### src/rtl/mem_pkg.sv
// mem_pkg: shared definitions for the memory-stage controller slice.
//   - control-bit indices into the E/M controlSignals bus
//   - memory-stage FSM state encoding
//   - default stack-pointer reset value (top of data memory)
package mem_pkg;

    localparam logic [15:0] SP_RESET_DEFAULT = 16'h07FF;

    localparam int unsigned CTL_MEM_READ  = 0;
    localparam int unsigned CTL_MEM_WRITE = 1;
    localparam int unsigned CTL_PUSH      = 2;
    localparam int unsigned CTL_POP       = 3;
    localparam int unsigned CTL_CALL      = 4;
    localparam int unsigned CTL_RET       = 5;
    localparam int unsigned CTL_REG_WRITE = 6;
    localparam int unsigned CTL_WB_LSB    = 7;
    localparam int unsigned CTL_WB_MSB    = 9;

    typedef enum logic [1:0] {
        ST_IDLE     = 2'd0,
        ST_CALL_LO  = 2'd1,
        ST_RET_HI   = 2'd2,
        ST_RET_DONE = 2'd3
    } state_t;

endpackage

### src/rtl/mem_stage_ctrl_sp_unit.sv
// sp_unit: stack pointer register with +/-1 and +/-2 update requests.
// Ports:
//   clk, rst            clock, asynchronous active-high reset (SP -> SP_RESET)
//   inc1/dec1/inc2/dec2 update requests; at most one is expected per cycle
//   sp                  current stack pointer
//   sp_plus1/sp_plus2   sp+1, sp+2 (modulo 2^16)
//   sp_minus1           sp-1 (modulo 2^16)
module sp_unit
    import mem_pkg::*;
#(
    parameter logic [15:0] SP_RESET = SP_RESET_DEFAULT
) (
    input  logic        clk,
    input  logic        rst,
    input  logic        inc1,
    input  logic        dec1,
    input  logic        inc2,
    input  logic        dec2,
    output logic [15:0] sp,
    output logic [15:0] sp_plus1,
    output logic [15:0] sp_plus2,
    output logic [15:0] sp_minus1
);

    logic [15:0] sp_q;

    assign sp        = sp_q;
    assign sp_plus1  = sp_q + 16'd1;
    assign sp_plus2  = sp_q + 16'd2;
    assign sp_minus1 = sp_q - 16'd1;

    always_ff @(posedge clk or posedge rst) begin
        if (rst) begin
            sp_q <= SP_RESET;
        end else if (inc1) begin
            sp_q <= sp_plus1;
        end else if (dec1) begin
            sp_q <= sp_minus1;
        end else if (inc2) begin
            sp_q <= sp_plus2;
        end else if (dec2) begin
            sp_q <= sp_q - 16'd2;
        end
    end

endmodule

### src/rtl/mem_stage_ctrl.sv
// mem_stage_ctrl: memory stage of the 16-bit pipeline.
// Drives the single-port data memory from the E/M register, produces the
// M/W write-back fields and owns the stack pointer. Single-cycle ops (load,
// store, push, pop, plain ALU write-back) finish in one cycle; call/interrupt
// (two writes) and ret (two reads) run a small FSM and raise stall.
// Ports:
//   clk, rst              clock, asynchronous active-high reset
//   controlSignals_in     E/M control bus (see mem_pkg indices)
//   ALUData_in            ALU result / memory address
//   ReadData2_in          store/push data
//   WriteAdd_in           destination register
//   PC_in                 [31:0] return address, [47:32] not used here
//   interrupt             interrupt entry request
//   mem_rdata             memory read data, one cycle after mem_re
//   mem_addr/wdata/we/re  data memory port
//   stall                 hold E/M register and upstream stages
//   wb_en/addr/data/ctrl  M/W register inputs
//   pc_out, pc_load       popped return address and its load pulse
//   int_ack               interrupt return address saved
//   sp                    current stack pointer
module mem_stage_ctrl
    import mem_pkg::*;
#(
    parameter logic [15:0] SP_RESET = SP_RESET_DEFAULT
) (
    input  logic        clk,
    input  logic        rst,
    input  logic [9:0]  controlSignals_in,
    input  logic [15:0] ALUData_in,
    input  logic [15:0] ReadData2_in,
    input  logic [2:0]  WriteAdd_in,
    input  logic [47:0] PC_in,
    input  logic        interrupt,
    input  logic [15:0] mem_rdata,
    output logic [15:0] mem_addr,
    output logic [15:0] mem_wdata,
    output logic        mem_we,
    output logic        mem_re,
    output logic        stall,
    output logic        wb_en,
    output logic [2:0]  wb_addr,
    output logic [15:0] wb_data,
    output logic [2:0]  wb_ctrl,
    output logic [31:0] pc_out,
    output logic        pc_load,
    output logic        int_ack,
    output logic [15:0] sp
);

    state_t      state, state_nxt;
    logic        sp_inc1, sp_dec1, sp_inc2, sp_dec2;
    logic [15:0] sp_plus1, sp_plus2, sp_minus1;
    logic        single_done;
    logic        is_load;
    logic        load_pend;
    logic [15:0] wb_data_q;
    logic [15:0] ret_lo;
    logic        unused_pc_hi;

    assign unused_pc_hi = ^PC_in[47:32];

    sp_unit #(.SP_RESET(SP_RESET)) u_sp (
        .clk       (clk),
        .rst       (rst),
        .inc1      (sp_inc1),
        .dec1      (sp_dec1),
        .inc2      (sp_inc2),
        .dec2      (sp_dec2),
        .sp        (sp),
        .sp_plus1  (sp_plus1),
        .sp_plus2  (sp_plus2),
        .sp_minus1 (sp_minus1)
    );

    always_comb begin
        state_nxt   = state;
        mem_addr    = ALUData_in;
        mem_wdata   = ReadData2_in;
        mem_we      = 1'b0;
        mem_re      = 1'b0;
        stall       = 1'b0;
        sp_inc1     = 1'b0;
        sp_dec1     = 1'b0;
        sp_inc2     = 1'b0;
        sp_dec2     = 1'b0;
        single_done = 1'b0;
        is_load     = 1'b0;

        case (state)
            ST_IDLE: begin
                if (interrupt || controlSignals_in[CTL_CALL]) begin
                    mem_we    = 1'b1;
                    mem_addr  = sp;
                    mem_wdata = PC_in[31:16];
                    stall     = 1'b1;
                    state_nxt = ST_CALL_LO;
                end else if (controlSignals_in[CTL_RET]) begin
                    mem_re    = 1'b1;
                    mem_addr  = sp_plus1;
                    stall     = 1'b1;
                    state_nxt = ST_RET_HI;
                end else begin
                    single_done = 1'b1;
                    if (controlSignals_in[CTL_PUSH]) begin
                        mem_we    = 1'b1;
                        mem_addr  = sp;
                        sp_dec1   = 1'b1;
                    end else if (controlSignals_in[CTL_POP]) begin
                        mem_re    = 1'b1;
                        mem_addr  = sp_plus1;
                        sp_inc1   = 1'b1;
                        is_load   = 1'b1;
                    end else if (controlSignals_in[CTL_MEM_WRITE]) begin
                        mem_we    = 1'b1;
                    end else if (controlSignals_in[CTL_MEM_READ]) begin
                        mem_re    = 1'b1;
                        is_load   = 1'b1;
                    end
                end
            end
            ST_CALL_LO: begin
                // E/M is still held, so PC_in carries the same return address.
                mem_we    = 1'b1;
                mem_addr  = sp_minus1;
                mem_wdata = PC_in[15:0];
                sp_dec2   = 1'b1;
                state_nxt = ST_IDLE;
            end
            ST_RET_HI: begin
                mem_re    = 1'b1;
                mem_addr  = sp_plus2;
                stall     = 1'b1;
                state_nxt = ST_RET_DONE;
            end
            ST_RET_DONE: begin
                sp_inc2   = 1'b1;
                state_nxt = ST_IDLE;
            end
            default: begin
                state_nxt = ST_IDLE;
            end
        endcase

        if (rst) begin
            mem_we = 1'b0;
            mem_re = 1'b0;
            stall  = 1'b0;
        end
    end

    always_ff @(posedge clk or posedge rst) begin
        if (rst) begin
            state     <= ST_IDLE;
            wb_en     <= 1'b0;
            wb_addr   <= '0;
            wb_data_q <= '0;
            wb_ctrl   <= '0;
            pc_load   <= 1'b0;
            int_ack   <= 1'b0;
            ret_lo    <= '0;
            load_pend <= 1'b0;
        end else begin
            state     <= state_nxt;
            wb_en     <= single_done & controlSignals_in[CTL_REG_WRITE];
            wb_addr   <= WriteAdd_in;
            wb_data_q <= ALUData_in;
            wb_ctrl   <= controlSignals_in[CTL_WB_MSB:CTL_WB_LSB];
            load_pend <= single_done & is_load;
            pc_load   <= (state == ST_RET_HI);
            int_ack   <= (state == ST_IDLE) & interrupt;
            // In RET_HI the read data is the low word fetched in the first ret cycle.
            if (state == ST_RET_HI) begin
                ret_lo <= mem_rdata;
            end
        end
    end

    // Load results arrive on mem_rdata in the write-back cycle, so they are
    // steered combinationally rather than registered a second time.
    assign wb_data = load_pend ? mem_rdata : wb_data_q;

    // High word is on mem_rdata in the cycle pc_load is high; pc_out is only
    // meaningful alongside pc_load.
    assign pc_out = {mem_rdata, ret_lo};

endmodule

### config.mk
export PLATFORM = sky130hd
export DESIGN_NAME = mem_stage_ctrl
export DESIGN_NICKNAME = d
export VERILOG_FILES = /design/src/rtl/mem_pkg.sv /design/src/rtl/mem_stage_ctrl_sp_unit.sv /design/src/rtl/mem_stage_ctrl.sv
export SDC_FILE = /design/constraint.sdc
export NUM_CORES = 1
export LEC_CHECK = 0
export CORE_MARGIN = 4
export CORE_UTILIZATION = 40
export DETAILED_ROUTE_END_ITERATION = 12
export MAX_ROUTING_LAYER = met4
export PLACE_DENSITY = 0.87
export SLEW_MARGIN = 40
export SYNTH_ARGS = -nofsm -noshare
export SYNTH_HDL_FRONTEND = slang
export SYNTH_SLANG_ARGS = --single-unit
### constraint.sdc
create_clock -name clk -period 2.8 [get_ports clk]
set_input_delay 0.56 -clock clk [delete_from_list [all_inputs] [get_ports clk]]
set_output_delay 0.56 -clock clk [all_outputs]
set_load 0.01 [all_outputs]
==> key figures <==
Floorplanning
  – Row count: between 40 and 50
  – DIE AREA: roughly 15,000 um^2
  – Die width: 123 um
  – Initial Util: 0.414
  – I/O Pins: between 200 and 250
  – Core area: 12,800 um^2
  – Die H: 123 um

Worst setup path
  – Crit end category: output pin
  – Critical path's slowest cell: or4b_4
  – R2R cell count: 9
  – Crit path cell chain: inv_4 > ha_4 > or4b_4 > nor3_1 > buf_4 > mux2i_4 > nor2_1 > a211oi_2 > buf_2
  – WP data required: 2.24 ns
  – Worst Path Arrival: approximately 2.6 ns
  – R2R Setup Slk: around 0.23 ns
  – Crit path launch type: flop
  – CP max FO: 6
  – Top delay family on crit path: simple AND/OR/NAND/NOR gates
  – Setup CP Type: reg -> out
  – FF-to-FF End: u_sp.sp[12]
  – Critical path buffers and inverters: 3
  – Worst reg2reg path startpoint: state[1]
  – Crit-path max cell delay: 0.56 ns

Finish
  – Most common cell after layout, fill and taps aside: buf_4
  – Most frequent cells in the layout: buf_4, clkdlybuf4s50_1, dfrtp_1, o21ai_0, nor2_1
  – Nets@finish: 1,116
  – Multi-input gate area: just under 4000 um^2
  – Layout cells sized above 1: 0.386
  – Area Overhead vs Synth: 84.2%
  – Register area: around 1500 um^2
  – N_diodes: 0
  – Final std cells w/o fill: 1,177
  – Fillers: 849

Synthesis
  – Cells after Synth: between 600 and 700
  – Async SR Flop Fraction: 1.00
  – Ys Warns: 0
  – Sequential area share after synthesis: 0.285
  – Xor and xnor area share after synthesis: 0.0462
  – Seq cells post-synth: 60
  – Mux contribution to synthesized area: 0.0858
  – Number of synthesized flops with an enable pin: 0
  – Library cells used by synthesis: 72
  – Simple-Gate Fraction of Synth Area: 0.200
  – Post-Syn Nets: 760
  – Adder-cell share of the synthesized area: 0.00943
  – Complex-gate fraction of the synthesized area: 0.292
  – Commonest register cell after synthesis: dfrtp_1
  – Largest family of logic cells by synthesized area: compound AO/OA/AOI/OAI gates
  – Avg Cell Area, Syn: 8.25 um^2
  – Synthesized cell area: 5310 um^2

Timing
  – Final slew viol count: 0
  – Max Fclk: 320 MHz
  – Final Hold Viols: 0
  – Worst-margin pin slew: 0.782 ns
  – Fin worst setup slack: -0.324 ns
  – Hold WS: 0.503 ns
  – RSZ-0062 raised after global routing: true
  – Worst slew margin: 0.474
  – Final-report setup violation count: 12
  – Worst Skew: about 0.011 ns
  – Fin crit period: 3.12 ns
  – Period utilization: 1.12

Routing
  – Post-route ant nets: 0
  – Drc violations: 0
  – Via/cell ratio: 6.19
  – Routed WL per cell: 22.1 um
  – Iter 0 DRT Violations: between 900 and 1k
  – 1st-pass router iterations: 6
  – Vias: ~7.3k
  – Final wirelength: 26,000 um

Placement
  – Detailed placement HPWL: 18,600 um
  – PortBufs: 203
  – GP Congestion: 1.04
  – Inst Count DP: 1,133

Clock tree
  – Clock buffer count from CTS: 9
  – Clock tree from TritonCTS: built
  – # H-tree levels: 3
  – Root buffer cell: clkbuf_16
  – TritonCTS Sinks: 60
  – Clock transition at path regs: 0.06 ns
  – # hold bufs at CTS: 0
  – CTS Buffer Depth: 2
  – Worst-Skew Late Latency: roughly 0.34 ns

Global routing
  – Vias in the first global route: 6,778
  – Initial antenna violation count: 0
  – Global-route wire length before repair: 37,600 um
  – Grt total ovfl: 0
  – Largest net degree at the start of global routing: 61
  – Total GRT Usage: 0.332

Worst hold path
  – Endpoint of the worst hold path: ret_lo[7]
  – Min-delay src: ret_lo[7]
  – Hold path cells: 1
  – Hold WC Path Type: reg -> reg

Power and ir drop
  – VDD IR max: 0.557 mV
  – P_leak: 4.11 nW
  – Pwr Density: 844 nW/um^2

Status
  – Run status: finished, violations left
  – Failing checks: setup timing

Flow run
  – Maxcap violations: 0
kinds of logic after synthesis:
logic type               after synthesis
AO/OA/AOI/OAI                        224
buffers and inverters                 90
multiplexers                          39
AND/OR/NAND/NOR                      199
adder cells (fa/ha/maj)                4
flip-flops                            60
XOR/XNOR                              28
flip-flops by register name, indices dropped and copies added (netlist names):
signal and flops:
load_pend 1, wb_data_q 16, state 2, wb_en 1, wb_addr 3, u_sp.sp 16, int_ack 1, ret_lo 16
pc_load 1, wb_ctrl 3
what timing repair did:
| action | 4_1_cts | 5_1_grt |
|---|---|---|
| pin swaps | 23 | 30 |
| endpoints found under the setup margin | 35 | 23 |
| gates resized for setup | 151 | 76 |
| setup buffers | 21 | 14 |
| cloned | 0 | 0 |
worst max path at each step:
stage / start / end / slack, ns / depth (start not counted)
floorplan: u_sp.sp[2] / mem_addr[7] / 0.02 / 9
global placement: controlSignals_in[4] / mem_addr[9] / -0.78 / 8
detailed placement: controlSignals_in[4] / mem_addr[9] / -0.70 / 8
CTS: u_sp.sp[1] / mem_addr[15] / -0.33 / 9
global route: u_sp.sp[1] / mem_addr[9] / -0.40 / 8
finish: u_sp.sp[1] / mem_addr[7] / -0.32 / 9
final cells by class:
| cell class | count | share of cell area |
|---|---|---|
| well taps | 172 | 0.0220 |
| multi-input cells | 494 | 0.397 |
| repair buffers | 419 | 0.383 |
| clock buffers | 12 | 0.0262 |
| inverters | 16 | 0.00665 |
| clock inverters | 4 | 0.00972 |
| flip-flops and latches | 60 | 0.155 |
metrics by stage:
stage          setup TNS (ns)  instance area (um^2)   util  power, mW  setup WS, ns
2_1_floorplan               0                  5330      -       3.58        0.0224
3_3_place_gp           -18.52                  8650  0.674       6.08        -0.780
3_5_place_dp           -19.54                  8650  0.674       6.16        -0.704
4_1_cts                 -2.70                  9400  0.733       7.75        -0.329
5_1_grt                 -3.25                  9780  0.763       8.61        -0.401
6_report                -2.35                  9780  0.763       8.25        -0.324
where the power goes:
| part | leakage [nW] | internal (mW) | switching [mW] | total, mW |
|---|---|---|---|---|
| sequential | 0.697 | 1.18 | 0.273 | 1.45 |
| clock | 0.173 | 0.916 | 0.407 | 1.32 |
| combinational | 3.24 | 2.72 | 2.76 | 5.48 |
layer usage:
metal | wire (um) | global-route usage | vias up
met1 | 10100 | 0.427 | 3472
li1 | - | - | 3178
met5 | 0 | - | -
met3 | 2680 | 0.0691 | 93
met2 | 12300 | 0.519 | 538
met4 | 856 | 0.120 | 0
synth_stat cells, types with 14 or more instances:
library cell	n	area, um^2
a21oi_1	36	180
dfrtp_1	49	1230
o21ai_0	47	235
a22oi_1	36	270
clkbuf_1	35	131
buf_4	17	128
nand3_1	19	95.1
a211oi_1	14	105
nor4_1	18	113
nor3_1	23	115
nand2_1	36	135
nor2_1	45	169
xnor2_1	16	140
mux2_2	32	360
inv_1	14	52.6
Power figures use the tool's default switching activity.
